### src/rtl/uart_tx_if.sv
// Host-side handshake bundle for the UART transmitter: request/data in, serial line and status out.
interface uart_tx_if;
   logic       trmt;
   logic [7:0] tx_data;
   logic       TX;
   logic       tx_done;
   logic       busy;

   modport master (output trmt, output tx_data, input TX, input tx_done, input busy);
   modport slave  (input trmt, input tx_data, output TX, output tx_done, output busy);
endinterface

### src/rtl/uart_tx.sv
// UART transmitter: start bit, 8 data bits LSB-first, [parity], stop bit; one BAUD_DIV-clk period per bit.
// Optional parity bit ahead of the stop bit when UART_TX_PARITY_EN is defined (sense set by PARITY_ODD).
module uart_tx #(
   parameter int unsigned BAUD_DIV   = 2604,
   parameter int unsigned PARITY_ODD = 0
) (
   input  logic      clk,
   input  logic      rst_n,
   uart_tx_if.slave  bus
);

   localparam int unsigned CNT_W = 12;
   localparam int unsigned BIT_W = 4;
`ifdef UART_TX_PARITY_EN
   localparam int unsigned N = 11;
`else
   localparam int unsigned N = 10;
`endif

   // Reject configurations the 12-bit baud counter or the parity sense cannot represent.
   if (BAUD_DIV < 2 || BAUD_DIV > 4095 || PARITY_ODD > 1) begin : g_cfg_check
      $error("uart_tx: BAUD_DIV must be 2..4095 and PARITY_ODD 0 or 1");
   end

   typedef enum logic {
      S_IDLE     = 1'b0,
      S_TRANSMIT = 1'b1
   } state_t;

   state_t           r_state,    w_state_nxt;
   logic [CNT_W-1:0] r_baud_cnt, w_baud_cnt_nxt;
   logic [BIT_W-1:0] r_bit_cnt,  w_bit_cnt_nxt;
   logic [N-1:0]     r_shift,    w_shift_nxt;
   logic             r_tx,       w_tx_nxt;
   logic             r_tx_done,  w_tx_done_nxt;
   logic             r_busy,     w_busy_nxt;

   logic [N-1:0]     w_frame;
   logic             w_baud_done;
   logic             w_last_bit;

`ifdef UART_TX_PARITY_EN
   assign w_frame = {1'b1, (^bus.tx_data) ^ 1'(PARITY_ODD), bus.tx_data, 1'b0};
`else
   assign w_frame = {1'b1, bus.tx_data, 1'b0};
`endif

   assign w_baud_done = (r_baud_cnt == CNT_W'(BAUD_DIV - 1));
   assign w_last_bit  = (r_bit_cnt == BIT_W'(N - 1));

   // Next-state and next-output logic; TX is re-registered from the shifter so trmt never reaches it combinationally.
   always_comb begin
      w_state_nxt    = r_state;
      w_baud_cnt_nxt = r_baud_cnt;
      w_bit_cnt_nxt  = r_bit_cnt;
      w_shift_nxt    = r_shift;
      w_tx_done_nxt  = r_tx_done;
      w_busy_nxt     = r_busy;
      w_tx_nxt       = (r_state == S_TRANSMIT) ? r_shift[0] : 1'b1;

      case (r_state)
         S_IDLE: begin
            if (bus.trmt) begin
               w_shift_nxt    = w_frame;
               w_baud_cnt_nxt = '0;
               w_bit_cnt_nxt  = '0;
               w_tx_done_nxt  = 1'b0;
               w_busy_nxt     = 1'b1;
               w_state_nxt    = S_TRANSMIT;
            end
         end
         S_TRANSMIT: begin
            if (w_baud_done) begin
               w_shift_nxt    = {1'b1, r_shift[N-1:1]};
               w_baud_cnt_nxt = '0;
               w_bit_cnt_nxt  = r_bit_cnt + BIT_W'(1);
               if (w_last_bit) begin
                  w_state_nxt   = S_IDLE;
                  w_tx_done_nxt = 1'b1;
                  w_busy_nxt    = 1'b0;
               end
            end else begin
               w_baud_cnt_nxt = r_baud_cnt + CNT_W'(1);
            end
         end
      endcase
   end

   // State and registered outputs; reset aborts any frame and forces the line idle-high.
   always_ff @(posedge clk or negedge rst_n) begin
      if (!rst_n) begin
         r_state    <= S_IDLE;
         r_baud_cnt <= '0;
         r_bit_cnt  <= '0;
         r_shift    <= '1;
         r_tx       <= 1'b1;
         r_tx_done  <= 1'b0;
         r_busy     <= 1'b0;
      end else begin
         r_state    <= w_state_nxt;
         r_baud_cnt <= w_baud_cnt_nxt;
         r_bit_cnt  <= w_bit_cnt_nxt;
         r_shift    <= w_shift_nxt;
         r_tx       <= w_tx_nxt;
         r_tx_done  <= w_tx_done_nxt;
         r_busy     <= w_busy_nxt;
      end
   end

   assign bus.TX      = r_tx;
   assign bus.tx_done = r_tx_done;
   assign bus.busy    = r_busy;

endmodule
### src/flat_wrapper.sv
// flat-port wrapper written by rule: the top's interface ports become plain ports
module uart_tx_flat 
#(
   parameter int unsigned BAUD_DIV   = 2604,
   parameter int unsigned PARITY_ODD = 0
)
  (clk, rst_n, bus_trmt, bus_tx_data, bus_TX, bus_tx_done, bus_busy);
  uart_tx_if bus_i ();
  input  logic clk;
  input  logic rst_n;
  input wire logic [$bits(bus_i.trmt)-1:0] bus_trmt;
  input wire logic [$bits(bus_i.tx_data)-1:0] bus_tx_data;
  output wire logic [$bits(bus_i.TX)-1:0] bus_TX;
  output wire logic [$bits(bus_i.tx_done)-1:0] bus_tx_done;
  output wire logic [$bits(bus_i.busy)-1:0] bus_busy;
  assign bus_i.trmt = bus_trmt;
  assign bus_i.tx_data = bus_tx_data;
  assign bus_TX = bus_i.TX;
  assign bus_tx_done = bus_i.tx_done;
  assign bus_busy = bus_i.busy;
  uart_tx #(.BAUD_DIV(BAUD_DIV), .PARITY_ODD(PARITY_ODD)) u_core (.clk(clk), .rst_n(rst_n), .bus(bus_i));
endmodule
### config.mk
export PLATFORM = sky130hd
export DESIGN_NAME = uart_tx_flat
export DESIGN_NICKNAME = d
export VERILOG_FILES = /design/src/rtl/uart_tx_if.sv /design/src/rtl/uart_tx.sv /design/src/flat_wrapper.sv
export SDC_FILE = /design/constraint.sdc
export NUM_CORES = 1
export LEC_CHECK = 0
export CAP_MARGIN = 40
export CORE_AREA = 2 2 60 50
export CTS_BUF_LIST = sky130_fd_sc_hd__clkbuf_8
export CTS_CLUSTER_DIAMETER = 40
export DETAILED_ROUTE_END_ITERATION = 8
export DIE_AREA = 0 0 62 52
export MAX_ROUTING_LAYER = met4
export PLACE_DENSITY = 0.77
export SETUP_SLACK_MARGIN = 0.2
export SYNTH_ARGS = -nofsm -noshare
export SYNTH_HDL_FRONTEND = slang
export SYNTH_SLANG_ARGS = --single-unit
### constraint.sdc
create_clock -name clk -period 2.5 [get_ports clk]
set_input_delay 0.75 -clock clk [delete_from_list [all_inputs] [get_ports clk]]
set_output_delay 0.75 -clock clk [all_outputs]
set_load 0.1 [all_outputs]
==> results.txt <==
outcome = finished, final reports clean
CP Max Fanout = 12
Die Wd = 62 um
wire length per cell = 15.6 um
CP Launch Type = flop
Reg clk slew, reported paths = 0.06 ns
Port Buffers = 13
die footprint = 3220 sq um
number of I/O pins = 14
mux cell area share after synthesis = 0
Clock Sinks = 29
register bit total from synthesis = 29
final layout net count = 193
Clock Latency Late Sink = 0.28 ns
Syn Area/Cell = 9.40 sq um
TritonCTS Buffers = 5
Die H = 52 um
final worst-path cycle share = 0.858
main combinational cell family by area after synthesis = simple AND/OR/NAND/NOR gates
Post-Synth XOR/XNOR Area = 0.00597
clk root buf = clkbuf_8
Post-Syn Nets = 170
effective utilization at floorplan = 0.552
initial antenna violation count = 0
number of remaining DRC errors = 0
Synth async-reset ratio = 1.00
hold buffers post-CTS = 0
pin count of the biggest net entering global routing = 30
Yosys cell types = 35
Seq/Total Area, Yosys = 0.503
Congestion Overflow GR = 0
post-CTS sizing = 0
Peak supply drop = 0.601 mV
M1 GR Usage = 0.329
vias in the first global route = 1271
drt total wl = 3400 um
Hold Fails Final Rpt = 0
core box area = 2660 sq um
clk buf depth = 2
met2 Usage GRT = 0.373
Hold WC Path Type = flop to flop
Required @ worst endpoint = 2.71 ns
cell count after synthesis = 156
clock skew after layout = 0.00964 ns
measured slew at the worst slew-check pin = 0.388 ns
Max Slew Vio Count = 0
Static Leak = 0.746 nW
Top FF cell, synth = dfrtp_1
Crit. End Element = flop
Initial DRC Count = 90
Simple-Gate Fraction of Synth Area = 0.241
total of max-cap violations = 0
Detail Placement HPWL = 2310 um
vias per cell = 6.04
share of post-route cells with drive strength above 1 = 0.189
Post-synth EDFFs = 0
via count = 1317
# setup viols final = 0
Period minus WS final = 2.15 ns
n_diodes = 0
Power per Cell Area = 790 nW/um^2
Synth Area in Compound Gates = 0.191
placer congestion estimate = 0.866
met3 GRT Util = 0.0920
Mapped Area = 1470 sq um
total track usage = 0.259
Rows = 17
worst path arrival time = 2.36 ns
Tot Pwr = 0.00142 W
CTS tree = yes
RSZ-0062 raised after global routing = no
Post-CTS Setup Inserts = 0
Fin Setup TNS = 0 ns
post-synthesis adder-cell area fraction = 0.0256
critical path class = flop to flop
# H-tree levels = 2
first-pass GRT wire length = 5760 um
Syn. warnings = 0
TritonRoute pass-1 iters = 4
maximum achievable frequency = 0.466 GHz
area grow syn2layout = 23.0%
Rel. slew slack = 0.739
busiest grt layer = met2
final antenna-violating net count = 0
-- layout make-up --
type	count	area [sq um]
Fill cell	195	856
Sequential cell	29	738
Multi-Input combinational cell	115	681
Timing Repair Buffer	24	205
Clock buffer	6	82.6
Tap cell	38	47.5
Clock inverter	2	33.8
Inverter	4	15.0
-- cell usage after synthesis, types with 2 or more instances --
library cell	number	area, sq um
dfrtp_1	19	475
nor2_1	19	71.3
nand2_1	15	56.3
nor3_1	11	55.1
dfstp_2	10	263
nand3_1	10	50.1
o21ai_0	9	45.0
a211oi_1	6	45.0
clkbuf_1	6	22.5
nand2b_1	4	25.0
o22ai_1	4	25.0
o32ai_1	4	35.0
a21oi_1	3	15.0
a22o_1	3	26.3
ha_1	3	37.5
inv_1	3	11.3
o211ai_1	3	22.5
or4_1	3	22.5
a21o_1	2	15.0
buf_2	2	10.0
nand4_1	2	12.5
nor4_1	2	12.5
-- power breakdown --
part           switching, W  internal (W)  leakage, nW
combinational      0.000133      0.000106        0.345
clock              0.000175      0.000320       0.0626
sequential         0.000120      0.000569        0.338
-- through the flow --
| stage | std cells | area (sq um) | util | setup slack [ns] | hold WS [ns] |
|---|---|---|---|---|---|
| 2_1_floorplan | 156 | 1470 | - | 0.408 | 0.439 |
| 3_3_place_gp | 210 | 1690 | 0.634 | 0.420 | 0.458 |
| 3_5_place_dp | 210 | 1690 | 0.634 | 0.356 | 0.466 |
| 4_1_cts | 218 | 1800 | 0.678 | 0.351 | 0.475 |
| 5_1_grt | 218 | 1800 | 0.678 | 0.238 | 0.479 |
| 6_report | 218 | 1800 | 0.678 | 0.354 | 0.468 |
-- worst max-delay path, stage by stage, from the launching register on --
cell	delay, ns
dfrtp_1	0.43
or4b_4	0.58
or4_1	0.55
buf_4	0.21
o32ai_1	0.24
nor2_1	0.07
-- layout by cell type, fill, tap and decap left out, drive strengths merged, types with 2 or more instances in the layout --
master	netlist	layout
nand2b	4	4
nor4	2	2
o22ai	4	4
nand3	10	10
a22o	3	3
dfrtp	19	19
buf	2	14
ha	3	3
o41ai	2	2
o211ai	3	3
a211oi	6	6
dfstp	10	10
or4	3	3
nor2	19	19
o32ai	4	4
a21oi	3	3
o21ai	9	9
nand4	2	2
inv	3	4
a21o	2	2
clkdlybuf4s50	0	10
nand2	15	15
clkbuf	6	6
nor3	11	11
-- cells by family after synthesis --
logic type / after synthesis
compound gates: 39
flops: 29
simple gates: 72
buf+inv: 12
xor+xnor: 1
fa+ha+maj: 3
-- state kept, by name, indices dropped and copies added, names as in the netlist --
signal / cells
u_core.r_bit_cnt: 4
u_core.r_state: 1
u_core.bus.TX: 1
u_core.r_baud_cnt: 12
u_core.r_shift: 9
u_core.bus.busy: 1
u_core.bus.tx_done: 1
-- routing by layer --
metal  share of wire  up-vias
li1                -      621
met1            0.45      649
met2            0.48       40
met3           0.048        7
met4           0.016        0
met5               0        -
-- final timing paths --
check / startpoint / end / slack, ns / cells past startpoint
max reg2reg: u_core.r_baud_cnt[8] / u_core.r_shift[2] / 0.35 / 5
min reg2reg: u_core.r_shift[0] / u_core.r_shift[0] / 0.47 / 2
max in group asynchronous: rst_n / u_core.r_shift[1] / 1.34 / 2
min: u_core.r_shift[0] / u_core.r_shift[0] / 0.47 / 2
min in group asynchronous: rst_n / u_core.r_baud_cnt[1] / 0.85 / 2
max: u_core.r_baud_cnt[8] / u_core.r_shift[2] / 0.35 / 5
Power figures use the tool's default switching activity.
